File: src/rtl/mem_port_pkg.sv
// Shared types and default widths for the per-core memory port master.
// The BACKOFF state is only reachable when MEM_PORT_BACKOFF_EN is defined.
package mem_port_pkg;

    localparam int AW_DEF = 16;
    localparam int DW_DEF = 16;
    localparam int LW_DEF = 10;

    typedef enum logic [1:0] {
        OP_LOAD   = 2'd0,
        OP_STORE  = 2'd1,
        OP_LOCK   = 2'd2,
        OP_UNLOCK = 2'd3
    } op_t;

    typedef enum logic [2:0] {
        IDLE    = 3'd0,
        REQ     = 3'd1,
        XFER    = 3'd2,
        LOCK    = 3'd3,
        UNLOCK  = 3'd4,
        RESP    = 3'd5,
        BACKOFF = 3'd6
    } state_t;

endpackage

File: src/rtl/mem_port_master_if.sv
// Core-side, arbiter-side and mutex-side signals of one memory port master.
// The master modport is the port block itself; slave is the core/arbiter/memory side.
interface mem_port_master_if
    import mem_port_pkg::*;
#(
    parameter int AW = AW_DEF,
    parameter int DW = DW_DEF,
    parameter int LW = LW_DEF
);
    logic          core_valid;
    logic          core_ready;
    op_t           core_op;
    logic [AW-1:0] core_adr;
    logic [DW-1:0] core_wdat;
    logic          resp_valid;
    logic [DW-1:0] resp_rdat;
    logic          mem_read_req;
    logic          mem_write_req;
    logic          mem_ac;
    logic          mem_read;
    logic          mem_write;
    logic [AW-1:0] mem_adr;
    logic [DW-1:0] mem_wdat;
    logic [DW-1:0] mem_rdat;
    logic [LW-1:0] lock_adr;
    logic          lock_en;
    logic          unlock_en;
    logic          lock_ac;

    modport master (
        input  core_valid, core_op, core_adr, core_wdat, mem_ac, mem_rdat, lock_ac,
        output core_ready, resp_valid, resp_rdat, mem_read_req, mem_write_req,
               mem_read, mem_write, mem_adr, mem_wdat, lock_adr, lock_en, unlock_en
    );

    modport slave (
        output core_valid, core_op, core_adr, core_wdat, mem_ac, mem_rdat, lock_ac,
        input  core_ready, resp_valid, resp_rdat, mem_read_req, mem_write_req,
               mem_read, mem_write, mem_adr, mem_wdat, lock_adr, lock_en, unlock_en
    );

endinterface

File: src/rtl/mem_port_master.sv
// Per-core master port: sequences one LOAD/STORE/LOCK/UNLOCK op through the arbiter.
// Build option: MEM_PORT_BACKOFF_EN adds an idle BACKOFF period after a denied lock.
//
//  state   | meaning
//  IDLE    | ready to accept an op from the core
//  REQ     | read/write request raised, waiting for grant
//  XFER    | granted, single-cycle access strobe
//  LOCK    | lock attempt on the mutex
//  UNLOCK  | unlock request, waiting for acknowledge
//  RESP    | one-cycle completion pulse to the core
//  BACKOFF | idle countdown after a denied lock
module mem_port_master
    import mem_port_pkg::*;
#(
    parameter int AW      = AW_DEF,
    parameter int DW      = DW_DEF,
    parameter int LW      = LW_DEF,
    parameter int BACKOFF = 4
) (
    input  logic           clk,
    input  logic           reset,
    mem_port_master_if.master bus
);

    if (BACKOFF < 1) begin : g_backoff_chk
        $error("mem_port_master: BACKOFF must be >= 1");
    end

    state_t        state_q, state_d;
    op_t           op_q, op_d;
    logic [AW-1:0] adr_q, adr_d;
    logic [DW-1:0] wdat_q, wdat_d;
    logic [LW-1:0] lock_adr_q, lock_adr_d;
    logic [DW-1:0] rdat_q, rdat_d;

`ifdef MEM_PORT_BACKOFF_EN
    localparam int BCW = $clog2(BACKOFF + 1);
    logic [BCW-1:0] bcnt_q, bcnt_d;
`endif

    always_ff @(posedge clk) begin
        if (reset) begin
            state_q    <= IDLE;
            op_q       <= OP_LOAD;
            adr_q      <= '0;
            wdat_q     <= '0;
            lock_adr_q <= '0;
            rdat_q     <= '0;
`ifdef MEM_PORT_BACKOFF_EN
            bcnt_q     <= '0;
`endif
        end else begin
            state_q    <= state_d;
            op_q       <= op_d;
            adr_q      <= adr_d;
            wdat_q     <= wdat_d;
            lock_adr_q <= lock_adr_d;
            rdat_q     <= rdat_d;
`ifdef MEM_PORT_BACKOFF_EN
            bcnt_q     <= bcnt_d;
`endif
        end
    end

    always_comb begin
        state_d           = state_q;
        op_d              = op_q;
        adr_d             = adr_q;
        wdat_d            = wdat_q;
        lock_adr_d        = lock_adr_q;
        rdat_d            = rdat_q;
`ifdef MEM_PORT_BACKOFF_EN
        bcnt_d            = bcnt_q;
`endif
        bus.core_ready    = 1'b0;
        bus.resp_valid    = 1'b0;
        bus.mem_read_req  = 1'b0;
        bus.mem_write_req = 1'b0;
        bus.mem_read      = 1'b0;
        bus.mem_write     = 1'b0;
        bus.lock_en       = 1'b0;
        bus.unlock_en     = 1'b0;

        case (state_q)
            IDLE: begin
                bus.core_ready = 1'b1;
                if (bus.core_valid) begin
                    op_d       = bus.core_op;
                    adr_d      = bus.core_adr;
                    wdat_d     = bus.core_wdat;
                    lock_adr_d = bus.core_adr[LW-1:0];
                    rdat_d     = '0;
                    case (bus.core_op)
                        OP_LOCK:   state_d = LOCK;
                        OP_UNLOCK: state_d = UNLOCK;
                        default:   state_d = REQ;
                    endcase
                end
            end
            REQ: begin
                bus.mem_read_req  = (op_q == OP_LOAD);
                bus.mem_write_req = (op_q == OP_STORE);
                if (bus.mem_ac) state_d = XFER;
            end
            XFER: begin
                bus.mem_read_req  = (op_q == OP_LOAD);
                bus.mem_write_req = (op_q == OP_STORE);
                bus.mem_read      = (op_q == OP_LOAD);
                bus.mem_write     = (op_q == OP_STORE);
                // A grant lost mid-access means the strobe did not land; go retry it.
                if (bus.mem_ac) begin
                    if (op_q == OP_LOAD) rdat_d = bus.mem_rdat;
                    state_d = RESP;
                end else begin
                    state_d = REQ;
                end
            end
            LOCK: begin
                bus.lock_en = 1'b1;
                if (bus.lock_ac) begin
                    state_d = RESP;
                end else begin
`ifdef MEM_PORT_BACKOFF_EN
                    state_d = BACKOFF;
                    bcnt_d  = BCW'(BACKOFF - 1);
`endif
                end
            end
`ifdef MEM_PORT_BACKOFF_EN
            BACKOFF: begin
                if (bcnt_q == '0) state_d = LOCK;
                else              bcnt_d  = bcnt_q - 1'b1;
            end
`endif
            UNLOCK: begin
                bus.unlock_en = 1'b1;
                if (bus.lock_ac) state_d = RESP;
            end
            RESP: begin
                bus.resp_valid = 1'b1;
                rdat_d         = '0;
                state_d        = IDLE;
            end
            default: state_d = IDLE;
        endcase
    end

    assign bus.mem_adr   = adr_q;
    assign bus.mem_wdat  = wdat_q;
    assign bus.lock_adr  = lock_adr_q;
    assign bus.resp_rdat = rdat_q;

endmodule

File: src/flat_wrapper.sv
// flat-port wrapper written by rule: the top's interface ports become plain ports
module mem_port_master_flat import mem_port_pkg::*;
#(
    parameter int AW      = AW_DEF,
    parameter int DW      = DW_DEF,
    parameter int LW      = LW_DEF,
    parameter int BACKOFF = 4
)
  (clk, reset, bus_core_valid, bus_core_op, bus_core_adr, bus_core_wdat, bus_mem_ac, bus_mem_rdat, bus_lock_ac, bus_core_ready, bus_resp_valid, bus_resp_rdat, bus_mem_read_req, bus_mem_write_req, bus_mem_read, bus_mem_write, bus_mem_adr, bus_mem_wdat, bus_lock_adr, bus_lock_en, bus_unlock_en);
  mem_port_master_if #(.AW(AW), .DW(DW), .LW(LW)) bus_i ();
  input  logic clk;
  input  logic reset;
  input wire logic [$bits(bus_i.core_valid)-1:0] bus_core_valid;
  input wire logic [$bits(bus_i.core_op)-1:0] bus_core_op;
  input wire logic [$bits(bus_i.core_adr)-1:0] bus_core_adr;
  input wire logic [$bits(bus_i.core_wdat)-1:0] bus_core_wdat;
  input wire logic [$bits(bus_i.mem_ac)-1:0] bus_mem_ac;
  input wire logic [$bits(bus_i.mem_rdat)-1:0] bus_mem_rdat;
  input wire logic [$bits(bus_i.lock_ac)-1:0] bus_lock_ac;
  output wire logic [$bits(bus_i.core_ready)-1:0] bus_core_ready;
  output wire logic [$bits(bus_i.resp_valid)-1:0] bus_resp_valid;
  output wire logic [$bits(bus_i.resp_rdat)-1:0] bus_resp_rdat;
  output wire logic [$bits(bus_i.mem_read_req)-1:0] bus_mem_read_req;
  output wire logic [$bits(bus_i.mem_write_req)-1:0] bus_mem_write_req;
  output wire logic [$bits(bus_i.mem_read)-1:0] bus_mem_read;
  output wire logic [$bits(bus_i.mem_write)-1:0] bus_mem_write;
  output wire logic [$bits(bus_i.mem_adr)-1:0] bus_mem_adr;
  output wire logic [$bits(bus_i.mem_wdat)-1:0] bus_mem_wdat;
  output wire logic [$bits(bus_i.lock_adr)-1:0] bus_lock_adr;
  output wire logic [$bits(bus_i.lock_en)-1:0] bus_lock_en;
  output wire logic [$bits(bus_i.unlock_en)-1:0] bus_unlock_en;
  assign bus_i.core_valid = bus_core_valid;
  assign bus_i.core_op = bus_core_op;
  assign bus_i.core_adr = bus_core_adr;
  assign bus_i.core_wdat = bus_core_wdat;
  assign bus_i.mem_ac = bus_mem_ac;
  assign bus_i.mem_rdat = bus_mem_rdat;
  assign bus_i.lock_ac = bus_lock_ac;
  assign bus_core_ready = bus_i.core_ready;
  assign bus_resp_valid = bus_i.resp_valid;
  assign bus_resp_rdat = bus_i.resp_rdat;
  assign bus_mem_read_req = bus_i.mem_read_req;
  assign bus_mem_write_req = bus_i.mem_write_req;
  assign bus_mem_read = bus_i.mem_read;
  assign bus_mem_write = bus_i.mem_write;
  assign bus_mem_adr = bus_i.mem_adr;
  assign bus_mem_wdat = bus_i.mem_wdat;
  assign bus_lock_adr = bus_i.lock_adr;
  assign bus_lock_en = bus_i.lock_en;
  assign bus_unlock_en = bus_i.unlock_en;
  mem_port_master #(.AW(AW), .DW(DW), .LW(LW), .BACKOFF(BACKOFF)) u_core (.clk(clk), .reset(reset), .bus(bus_i));
endmodule
File: config.mk
export PLATFORM = sky130hd
export DESIGN_NAME = mem_port_master_flat
export DESIGN_NICKNAME = d
export VERILOG_FILES = /design/src/rtl/mem_port_pkg.sv /design/src/rtl/mem_port_master_if.sv /design/src/rtl/mem_port_master.sv /design/src/flat_wrapper.sv
export SDC_FILE = /design/constraint.sdc
export NUM_CORES = 1
export LEC_CHECK = 0
export ABC_CLOCK_PERIOD_IN_PS = 1900
export BUFFER_PORTS_ARGS = -buffer_cell sky130_fd_sc_hd__buf_4
export CORE_ASPECT_RATIO = 1.4
export CORE_MARGIN = 5
export CORE_UTILIZATION = 44
export DETAILED_ROUTE_END_ITERATION = 7
export PLACE_DENSITY = 0.89
export SYNTH_ARGS = -nofsm -noshare
export SYNTH_HDL_FRONTEND = slang
export SYNTH_SLANG_ARGS = --single-unit
File: constraint.sdc
create_clock -name clk -period 1.9 [get_ports clk]
set_input_delay 0.19 -clock clk [delete_from_list [all_inputs] [get_ports clk]]
set_output_delay 0.19 -clock clk [all_outputs]
set_load 0.005 [all_outputs]
==> impl_metrics.toml <==
[status]
status = "completed"

[power]
p_leak_nw = 1.37
clkPwrFrac = 0.275
peakVddDrop_uv = 519
switchingPower_mw = 0.663
combPwrFrac = 0.222
switching_share = 0.270
powerDensity_nw_per_um2 = 770
power.internal_mw = 1.79
power_frac_seq = 0.503

[floorplan]
start_util = 0.455
die-height_um = 93.8
rows = 30
dieArea_um2 = 6550
coreArea_um2 = 4840
io_pins = 121
die_w_um = 69.8

[clocking]
cts_root_buffer = "clkbuf_8"
clk_latency_ns = 0.30
cts.clk_slew.worst_paths_ns = 0.09
cts.sinks = 53
post_cts_buffers = 0
clock_path_buffers = 2
numCtsBuffers = 5
cts.htree.levels = 2
cts_resized = 0
ctsHoldBuffers = 0
cts_tree = "built"

[detailed_routing]
wl_per_cell_um = 14.0
first_pass_iters = 4
vias = 2243
vias_per_cell = 5.14
drc_errors = 0
drt-total-wl_um = 6110
drt_iter0_drc = 83
ant_nets = 0

[global_routing]
grt_max_degree = 40
track_usage = 0.186
grt_pass1_wl_um = 10100
grt_overflow_total = 0
antenna_found_initial = 0
grt_pass1_vias = 2175

[worst_hold_path]
hp-start = "bus_core_wdat[2]"
min_path_type = "primary input to register"

[logic_synthesis]
synthCells = 268
ys_seq_area_frac = 0.481
netlist_area_um2 = 2200
synth_nets = 323
ys_warn_count = 0
syn_avg_cell_area_um2 = 8.23
synth.distinct_cells = 33
synth_seq_cells = 53

[worst_setup_path]
cp.required_ns = 1.71
crit_path_max_incr_delay_ns = 0.55
start_kind = "register"
startpoint = "u_core.state_q[2]"
cp-end-kind = "output pin"
crit_type = "register to output pin"
worst-path-max-fanout = 18
r2r_start = "u_core.state_q[2]"
cp_data_arrival_time_ns = 1.61
crit_slowest_cell = "or4b_1"
crit_chain = "or4b_1, buf_6, nor2_1, buf_4"

[sta]
tightest_slew_ns = 0.735
finalCriticalPeriod_ns = 1.80
hold_viol_final = 0
slew_viol_final = 0
finalSetupViolCount = 0
setup_slack_ns = 0.0974
worst_clock_skew_ns = 0.00530
fin_tns_setup_ns = 0
max_slew_margin = 0.510
final.period_utilization = 0.949
rsz0062_at_grt = "false"
clock.fmax_mhz = 555
whs_ns = 0.122

[final_layout]
final_common_cell = "buf_4"
syn_to_final_growth_pct = 44.6
antennaDiodeCount = 0
final_area_um2 = 3190
drive_gt1_frac = 0.406
final_cell_mix = "buf_4, nand2_1, dfxtp_1"
nNetsFinal = 426
fin_util = 0.658

[placed_design]
port_buffers = 120
dp_hpwl_um = 4570
placed_cell_area_um2 = 3080
place_ws_ns = 0.167
gp_congestion = 0.827

[job]
cap_violations = 0
-- final timing paths --
| kind | endpoint | slack [ns] | cells past startpoint |
|---|---|---|---|
| worst min register to register | u_core.bus.mem_adr[13] | 0.46 | 2 |
| worst min-delay path | u_core.bus.mem_wdat[2] | 0.12 | 3 |
| worst max-delay path | bus_mem_write | 0.1 | 4 |
| worst max register to register | u_core.bus.resp_rdat[15] | 0.17 | 3 |
-- per-stage QoR --
step                total power [mW]  instances
floorplan                       1.53        268
global route                    2.60        436
detailed placement              1.81        428
global placement                1.79        428
finish                          2.45        436
CTS                             2.49        436
-- critical path: cells and delay by family (launching register included) --
kind	cells	cell delay, ns
buffers and inverters	2	0.30
DFF	1	0.36
and+or+nand+nor	2	0.65
-- power by group through the flow --
stage	logic [mW]	registers [mW]	clock network (mW)
2_1_floorplan	0.275	1.25	0
3_3_place_gp	0.536	1.25	0
3_5_place_dp	0.548	1.26	0
4_1_cts	0.549	1.23	0.707
5_1_grt	0.600	1.25	0.754
6_report	0.545	1.23	0.676
-- cells in the mapped netlist --
cell,n,area [µm²]
clkbuf_2,1,5.00
a211o_1,1,8.76
nor4_1,2,12.5
a221oi_1,1,8.76
a21oi_1,35,175
nor3b_1,1,7.51
nor2_1,3,11.3
nand2_1,85,319
o31ai_1,1,7.51
clkbuf_1,12,45.0
nor3_1,1,5.00
buf_2,7,35.0
dfxtp_1,53,1060
and3b_1,2,17.5
nand4bb_1,1,11.3
buf_1,1,3.75
xnor2_1,1,8.76
nor4b_2,2,30.0
inv_1,2,7.51
buf_4,10,75.1
or2_1,1,6.26
nand2b_1,3,18.8
o32a_1,1,10.0
a31oi_1,1,6.26
or4b_2,1,10.0
or3_1,1,6.26
mux2i_1,1,10.0
o22ai_1,6,37.5
o21ai_0,18,90.1
o22ai_2,10,125
a21boi_0,1,7.51
or4b_1,1,10.0
buf_6,1,11.3
-- state kept, by name (all words and copies together), names as in the netlist --
signal / cells
u_core.bus.mem_adr: 16
u_core.bus.mem_wdat: 16
u_core.bus.resp_rdat: 16
u_core.op_q: 2
u_core.state_q: 3
-- logic make-up after synthesis --
kind of cell | share of synthesized area
AO/OA/AOI/OAI | 0.216
XOR/XNOR | 0.00397
flip-flops | 0.481
buffers and inverters | 0.0829
multiplexers | 0.00454
AND/OR/NAND/NOR | 0.211
-- layout make-up --
class	count	area [µm²]
sequential	53	1060
inverter	2	7.51
clock buffer	7	96.3
clock inverter	1	5.00
timing repair buffer	128	965
fill	403	1660
multi-input combinational	181	970
tap	64	80.1
-- layer usage --
layer  vias to the layer above  GRT usage  share of wire
met5                         -          0              0
met4                         0     0.0703          0.023
met3                        13     0.0739           0.11
met2                       114      0.334           0.50
met1                      1020      0.195           0.37
li1                       1096          -              -
Power figures use the tool's default switching activity.
